==> src/rtl/bytecode_fetch_ctrl.sv <==
// Bytecode fetch controller: requests bytes from next_byte_gen one at a time and assembles
// opcode plus big-endian operand. Define FETCH_TIMEOUT_EN for the wait timeout / fetch_error.
module bytecode_fetch_ctrl #(
  parameter int                       ADDRESS_WIDTH = 8,
  parameter logic [ADDRESS_WIDTH-1:0] BOOT_PC       = '0
) (
  input  logic                     clk,
  input  logic                     reset,
  input  logic                     run,
  output logic                     nbg_start,
  output logic                     nbg_pc_reset,
  output logic [ADDRESS_WIDTH-1:0] nbg_pc_reset_value,
  input  logic                     nbg_ready,
  input  logic [7:0]               nbg_next_byte,
  input  logic                     branch_valid,
  input  logic [ADDRESS_WIDTH-1:0] branch_target,
  output logic                     insn_valid,
  input  logic                     insn_ready,
  output logic [7:0]               opcode,
  output logic [15:0]              operand,
  output logic [1:0]               operand_len,
  output logic [ADDRESS_WIDTH-1:0] insn_pc
`ifdef FETCH_TIMEOUT_EN
  ,
  output logic                     fetch_error
`endif
);

  localparam logic [ADDRESS_WIDTH-1:0] PC_INC = {{(ADDRESS_WIDTH-1){1'b0}}, 1'b1};

  typedef enum logic [2:0] {
    IDLE, RELOAD, FETCH_OP, WAIT_OP, FETCH_ARG, WAIT_ARG, PRESENT
`ifdef FETCH_TIMEOUT_EN
    , ERROR
`endif
  } state_t;

  function automatic logic [1:0] decode_len(input logic [7:0] op);
    if (op == 8'h10 || op == 8'h12 || (op >= 8'h15 && op <= 8'h19) ||
        (op >= 8'h36 && op <= 8'h3A))
      return 2'd1;
    else if (op == 8'h11 || op == 8'h84 || (op >= 8'h99 && op <= 8'hA8))
      return 2'd2;
    else
      return 2'd0;
  endfunction

  state_t                   state;
  logic [ADDRESS_WIDTH-1:0] pc;
  logic [1:0]               args_left;
  logic [1:0]               dec_len;
`ifdef FETCH_TIMEOUT_EN
  logic [3:0]               tmo_cnt;
`endif

  assign dec_len = decode_len(nbg_next_byte);

  always_ff @(posedge clk or negedge reset) begin
    if (!reset) begin
      state              <= IDLE;
      nbg_start          <= 1'b0;
      nbg_pc_reset       <= 1'b1;
      nbg_pc_reset_value <= '0;
      insn_valid         <= 1'b0;
      opcode             <= 8'h00;
      operand            <= 16'h0000;
      operand_len        <= 2'd0;
      insn_pc            <= '0;
      pc                 <= BOOT_PC;
      args_left          <= 2'd0;
`ifdef FETCH_TIMEOUT_EN
      tmo_cnt            <= 4'd0;
      fetch_error        <= 1'b0;
`endif
    end else begin
      nbg_start    <= 1'b0;
      nbg_pc_reset <= 1'b1;
      // A redirect beats everything else, including a byte arriving this cycle.
      if (branch_valid && state != IDLE) begin
        state              <= RELOAD;
        nbg_pc_reset       <= 1'b0;
        nbg_pc_reset_value <= branch_target;
        insn_valid         <= 1'b0;
`ifdef FETCH_TIMEOUT_EN
        fetch_error        <= 1'b0;
`endif
      end else begin
        case (state)
          IDLE: if (run) begin
            state              <= RELOAD;
            nbg_pc_reset       <= 1'b0;
            nbg_pc_reset_value <= pc;
          end
          RELOAD: begin
            pc <= nbg_pc_reset_value;
            if (run) begin
              state     <= FETCH_OP;
              nbg_start <= 1'b1;
            end else begin
              state <= IDLE;
            end
          end
          FETCH_OP: begin
            state <= WAIT_OP;
`ifdef FETCH_TIMEOUT_EN
            tmo_cnt <= 4'd0;
`endif
          end
          FETCH_ARG: begin
            state <= WAIT_ARG;
`ifdef FETCH_TIMEOUT_EN
            tmo_cnt <= 4'd0;
`endif
          end
          WAIT_OP: if (nbg_ready) begin
            opcode      <= nbg_next_byte;
            operand     <= 16'h0000;
            operand_len <= dec_len;
            args_left   <= dec_len;
            insn_pc     <= pc;
            pc          <= pc + PC_INC;
            if (dec_len == 2'd0) begin
              state      <= PRESENT;
              insn_valid <= 1'b1;
            end else begin
              state     <= FETCH_ARG;
              nbg_start <= 1'b1;
            end
          end
`ifdef FETCH_TIMEOUT_EN
          // Flag shows in the 16th cycle spent without a byte.
          else if (tmo_cnt == 4'd14) begin
            state       <= ERROR;
            fetch_error <= 1'b1;
          end else begin
            tmo_cnt <= tmo_cnt + 4'd1;
          end
`endif
          WAIT_ARG: if (nbg_ready) begin
            operand   <= {operand[7:0], nbg_next_byte};
            args_left <= args_left - 2'd1;
            pc        <= pc + PC_INC;
            if (args_left == 2'd1) begin
              state      <= PRESENT;
              insn_valid <= 1'b1;
            end else begin
              state     <= FETCH_ARG;
              nbg_start <= 1'b1;
            end
          end
`ifdef FETCH_TIMEOUT_EN
          else if (tmo_cnt == 4'd14) begin
            state       <= ERROR;
            fetch_error <= 1'b1;
          end else begin
            tmo_cnt <= tmo_cnt + 4'd1;
          end
`endif
          PRESENT: if (insn_ready) begin
            insn_valid <= 1'b0;
            if (run) begin
              state     <= FETCH_OP;
              nbg_start <= 1'b1;
            end else begin
              state <= IDLE;
            end
          end
`ifdef FETCH_TIMEOUT_EN
          ERROR: insn_valid <= 1'b0;
`endif
          default: state <= IDLE;
        endcase
      end
    end
  end

endmodule

==> config.mk <==
export PLATFORM = sky130hd
export DESIGN_NAME = bytecode_fetch_ctrl
export DESIGN_NICKNAME = d
export VERILOG_FILES = /design/src/rtl/bytecode_fetch_ctrl.sv
export SDC_FILE = /design/constraint.sdc
export NUM_CORES = 1
export LEC_CHECK = 0
export ABC_CLOCK_PERIOD_IN_PS = 2100
export CAP_MARGIN = 15
export CORE_ASPECT_RATIO = 1.75
export CORE_MARGIN = 10
export CORE_UTILIZATION = 26
export CTS_CLUSTER_DIAMETER = 50
export DETAILED_ROUTE_END_ITERATION = 12
export SYNTH_ARGS = -nofsm -noshare
export SYNTH_HDL_FRONTEND = slang
export SYNTH_SLANG_ARGS = --single-unit
==> constraint.sdc <==
create_clock -name clk -period 2.1 [get_ports clk]
set_input_delay 0.21 -clock clk [delete_from_list [all_inputs] [get_ports clk]]
set_output_delay 0.21 -clock clk [all_outputs]
set_load 0.02 [all_outputs]
==> results of run 1 <==
[layer usage]
| metal | routed length [um] | global-route usage |
|---|---|---|
| met1 | 3110 | 0.109 |
| met2 | 4700 | 0.192 |
| met3 | 399 | 0.0291 |
| met4 | 212 | 0.0563 |
| met5 | 0 | 0 |
[power groups by stage]
| stage | clock, mW | sequential (mW) | combinational (mW) |
|---|---|---|---|
| finish | 1.45 | 2.04 | 2.74 |
| CTS | 1.48 | 2.04 | 2.78 |
| global placement | 0 | 2.05 | 2.72 |
| floorplan | 0 | 2.39 | 1.15 |
| detailed placement | 0 | 2.05 | 2.76 |
| global route | 1.54 | 2.11 | 2.95 |
[synthesized netlist by cell type, types with 5 or more instances]
master,n,area [sq um]
sky130_fd_sc_hd__o21ai_0,14,70.1
sky130_fd_sc_hd__mux2i_1,10,100
sky130_fd_sc_hd__nor3_1,5,25.0
sky130_fd_sc_hd__nor2b_1,8,50.1
sky130_fd_sc_hd__clkbuf_1,8,30.0
sky130_fd_sc_hd__mux2_4,6,90.1
sky130_fd_sc_hd__inv_1,7,26.3
sky130_fd_sc_hd__dfrtp_1,57,1430
sky130_fd_sc_hd__buf_2,8,40.0
sky130_fd_sc_hd__nand2_1,23,86.3
sky130_fd_sc_hd__nor2_1,21,78.8
sky130_fd_sc_hd__a21oi_1,24,120
sky130_fd_sc_hd__a22o_1,17,149
sky130_fd_sc_hd__nand3_1,8,40.0
sky130_fd_sc_hd__mux2_2,6,67.6
[stage by stage]
step            util  setup WS [ps]
3_5_place_dp   0.351           12.6
2_1_floorplan      -            387
5_1_grt        0.379            123
3_3_place_gp   0.351           61.2
6_report       0.379            230
4_1_cts        0.379            238
[worst min path at each step]
stage	startpoint	slack (ps)	cells past startpoint	end
final	reset	330	2	operand[4]
after global routing	reset	350	2	opcode[0]
after CTS	reset	340	2	opcode[0]
after detailed placement	reset	140	1	opcode[0]
after global placement	reset	140	1	opcode[0]
after floorplan	reset	-90	0	args_left[0]
[state kept, by name, indices dropped and copies added (netlist names)]
signal / cells
args_left: 2
insn_pc: 8
insn_valid: 1
nbg_pc_reset: 1
nbg_pc_reset_value: 8
nbg_start: 1
opcode: 8
operand: 16
operand_len: 2
pc: 8
state: 3
[kinds of logic after synthesis]
group                      after synthesis
adders and majority gates                3
muxes                                   22
xor gates and xnor gates                 1
buffers and inverters                   29
and+or+nand+nor                         83
AOI/OAI and AO/OA                       81
DFF                                     58
[placed cells by master (no fill, tap or decap), types with 2 or more instances in the layout]
| master | Yosys | layout |
|---|---|---|
| sky130_fd_sc_hd__a21oi_1 | 24 | 24 |
| sky130_fd_sc_hd__a221o_1 | 2 | 2 |
| sky130_fd_sc_hd__a22o_1 | 17 | 17 |
| sky130_fd_sc_hd__a22oi_1 | 2 | 2 |
| sky130_fd_sc_hd__a31oi_1 | 4 | 4 |
| sky130_fd_sc_hd__and2_1 | 3 | 3 |
| sky130_fd_sc_hd__and3b_1 | 3 | 3 |
| sky130_fd_sc_hd__buf_12 | 0 | 2 |
| sky130_fd_sc_hd__buf_4 | 2 | 20 |
| sky130_fd_sc_hd__clkbuf_16 | 0 | 9 |
| sky130_fd_sc_hd__clkbuf_8 | 0 | 2 |
| sky130_fd_sc_hd__clkdlybuf4s50_1 | 0 | 65 |
| sky130_fd_sc_hd__clkinv_2 | 0 | 2 |
| sky130_fd_sc_hd__dfrtp_1 | 57 | 57 |
| sky130_fd_sc_hd__ha_1 | 2 | 2 |
| sky130_fd_sc_hd__inv_1 | 7 | 7 |
| sky130_fd_sc_hd__inv_2 | 2 | 2 |
| sky130_fd_sc_hd__mux2_2 | 6 | 6 |
| sky130_fd_sc_hd__mux2_4 | 6 | 6 |
| sky130_fd_sc_hd__mux2i_1 | 10 | 10 |
| sky130_fd_sc_hd__nand2_1 | 23 | 23 |
| sky130_fd_sc_hd__nand2b_1 | 3 | 3 |
| sky130_fd_sc_hd__nand3_1 | 8 | 8 |
| sky130_fd_sc_hd__nand4_1 | 2 | 2 |
| sky130_fd_sc_hd__nor2_1 | 21 | 21 |
| sky130_fd_sc_hd__nor2b_1 | 8 | 8 |
| sky130_fd_sc_hd__nor3_1 | 5 | 5 |
| sky130_fd_sc_hd__o21a_1 | 2 | 2 |
| sky130_fd_sc_hd__o21ai_0 | 14 | 14 |
| sky130_fd_sc_hd__o22ai_1 | 4 | 4 |
| sky130_fd_sc_hd__or3_1 | 2 | 2 |
[critical path: cells and delay by family, from the launching register on]
kind                   cells  cell delay [ps]
AO/OA/AOI/OAI              1              150
buffers and inverters      3              530
flip-flops                 1              500
AND/OR/NAND/NOR            3              610
[area by class of cell]
cell class,count,share of cell area
clock buffers,11,0.0619
clock inverters,3,0.00981
inverters,9,0.00827
multi-input cells,190,0.315
flip-flops and latches,58,0.356
well taps,130,0.0398
repair buffers,89,0.210
[timing repair]
action	CTS	global route
hold endpoints to repair	13	0
hold buffers	1	0
resized for setup	0	0
==> impl_metrics.json, run 1 <==
{
  "run_status": "finished, final reports clean",
  "via_per_inst": 4.84,
  "ir_drop_v": 0.000487,
  "tns_ps": 0,
  "finalWorstPathRequiredPeriod_ps": 1870,
  "postSynthAreaPerCell_sq_um": 10.4,
  "finalHoldViolCount": 0,
  "ys_seq_area_frac": 0.505,
  "criticalPathCategory": "flop to flop",
  "endpoint": "operand[6]",
  "crit_start": "state[1]",
  "dominant_combinational_cell_family_by_area_after_synthesis": "compound AO/OA/AOI/OAI gates",
  "post_synth_xor_area_fraction": 0.00304,
  "worstRegToRegCells": 7,
  "num_rows": 50,
  "drt_first_pass_iters": 4,
  "edff_count_synth": 0,
  "design.die.area_sq_mm": 0.0158,
  "power.share.switching": 0.368,
  "crit_top_cell": "sky130_fd_sc_hd__buf_4",
  "slew_viol_final": 0,
  "dominant_synthesized_flop_cell": "sky130_fd_sc_hd__dfrtp_1",
  "leakage_nw": 1.74,
  "via_count_of_the_first_global_routing_pass": 2553,
  "boundaryPins": 67,
  "power_report.internal_total_mw": 3.94,
  "gp_congestion": 0.833,
  "timing.hold.ws_ps": 333,
  "critical_path_data_required_time_ps": 2360,
  "p_seq_frac": 0.327,
  "timing.critical_path.slowest_stage_cell": "sky130_fd_sc_hd__dfrtp_1",
  "cts-htree-levels": 3,
  "synth_fa_ha_area_frac": 0.0122,
  "die_outline_width_um": 99.5,
  "post_synthesis_compound_gate_area_fraction": 0.198,
  "synthesis.nets": 301,
  "layout-drive-gt1-share": 0.158,
  "maxCapViolCount": 0,
  "layout_worst_path_cycle_share": 0.891,
  "synth_warnings": 0,
  "die_y_um": 159,
  "max-slew-margin-rel": 0.757,
  "final_stage_net_count": 381,
  "power.net_switching_mw": 2.29,
  "grt_remaining_overflow": 0,
  "clkSlewWorstSetupHoldPaths_ps": 50,
  "synth_simple_gate_area_share": 0.143,
  "post_drt_wl_per_cell_um": 17.2,
  "grt_setup_unrepaired": "no",
  "critical_path.reg2reg.startpoint": "state[1]",
  "first_pass_grt_wire_length_mm": 13.6,
  "power_density_over_cell_area_mw_per_mm2": 1530,
  "floorplan.initialDensity": 0.268,
  "power.share.clock": 0.233,
  "routed_wirelength_mm": 8.42,
  "holdCritPathClass": "input pin to async pin",
  "power_frac_comb": 0.440,
  "max_stage_delay_ps": 500,
  "timing.critical_path.to_type": "flop",
  "synth_seq_cells": 58,
  "seq_area_sq_mm": 0.00145,
  "worst_pin_slew_ps": 364,
  "area.growth.synth_to_final_pct": 41.8,
  "nFillCells": 1080,
  "n_antenna_cell": 0,
  "postPlaceCellArea_sq_mm": 0.00378,
  "synth.lib_cells_used.distinct": 49,
  "critPathArrivalTime_ps": 2130,
  "cts_tree": "yes",
  "grt_antenna_before_repair": 0,
  "worst_skew_pair_later_pin_latency_ps": 330,
  "synth_area_sq_mm": 0.00288,
  "route.detailed.drc": 0,
  "clockBufferDepth": 2,
  "rr_endpoint": "operand[6]",
  "multi_input_comb_area_sq_mm": 0.00128,
  "final_cell_area_sq_mm": 0.00408,
  "setup_violations": 0,
  "pwr_total_mw": 6.23,
  "async_flop_share": 1.00,
  "synth_cells": 277,
  "dr_total_vias": 2370,
  "clock_sink_count": 58,
  "detail_route.iter0.violations": 141,
  "grt.total_usage": 0.107,
  "cts_inserted_buffers": 9,
  "clock-root-buffer": "sky130_fd_sc_hd__clkbuf_16",
  "start_kind": "flop",
  "instances_no_fill": 490,
  "synth_mux_area_frac": 0.0895,
  "fmax_mhz": 535,
  "pin_count_of_the_biggest_net_entering_global_routing": 46,
  "coreArea_sq_mm": 0.0108,
  "portBuffers": 66,
  "skew_ps": 4.40,
  "place.detailed.instances": 475,
  "timing.critical_path.cells": "buf_4 -> nor3_1 -> nand2b_1 -> inv_2 -> nor3_4 -> buf_4 -> a22o_1",
  "rrSetupSlack_ps": 230,
  "postCtsSetupBuffers": 0,
  "critPathMaxFanout": 16,
  "antenna_nets_post_route": 0,
  "place.detailed.hpwl_mm": 6.33
}
(Power assumes the default switching activity.)
==> inputs of run 2 (changes only) <==
CTS_BUF_LIST = sky130_fd_sc_hd__clkbuf_4 sky130_fd_sc_hd__clkbuf_8 sky130_fd_sc_hd__clkbuf_16   (was not set)
==> results of run 2 <==
No change in the layout: final DEF, timing and power equal those of run 1.
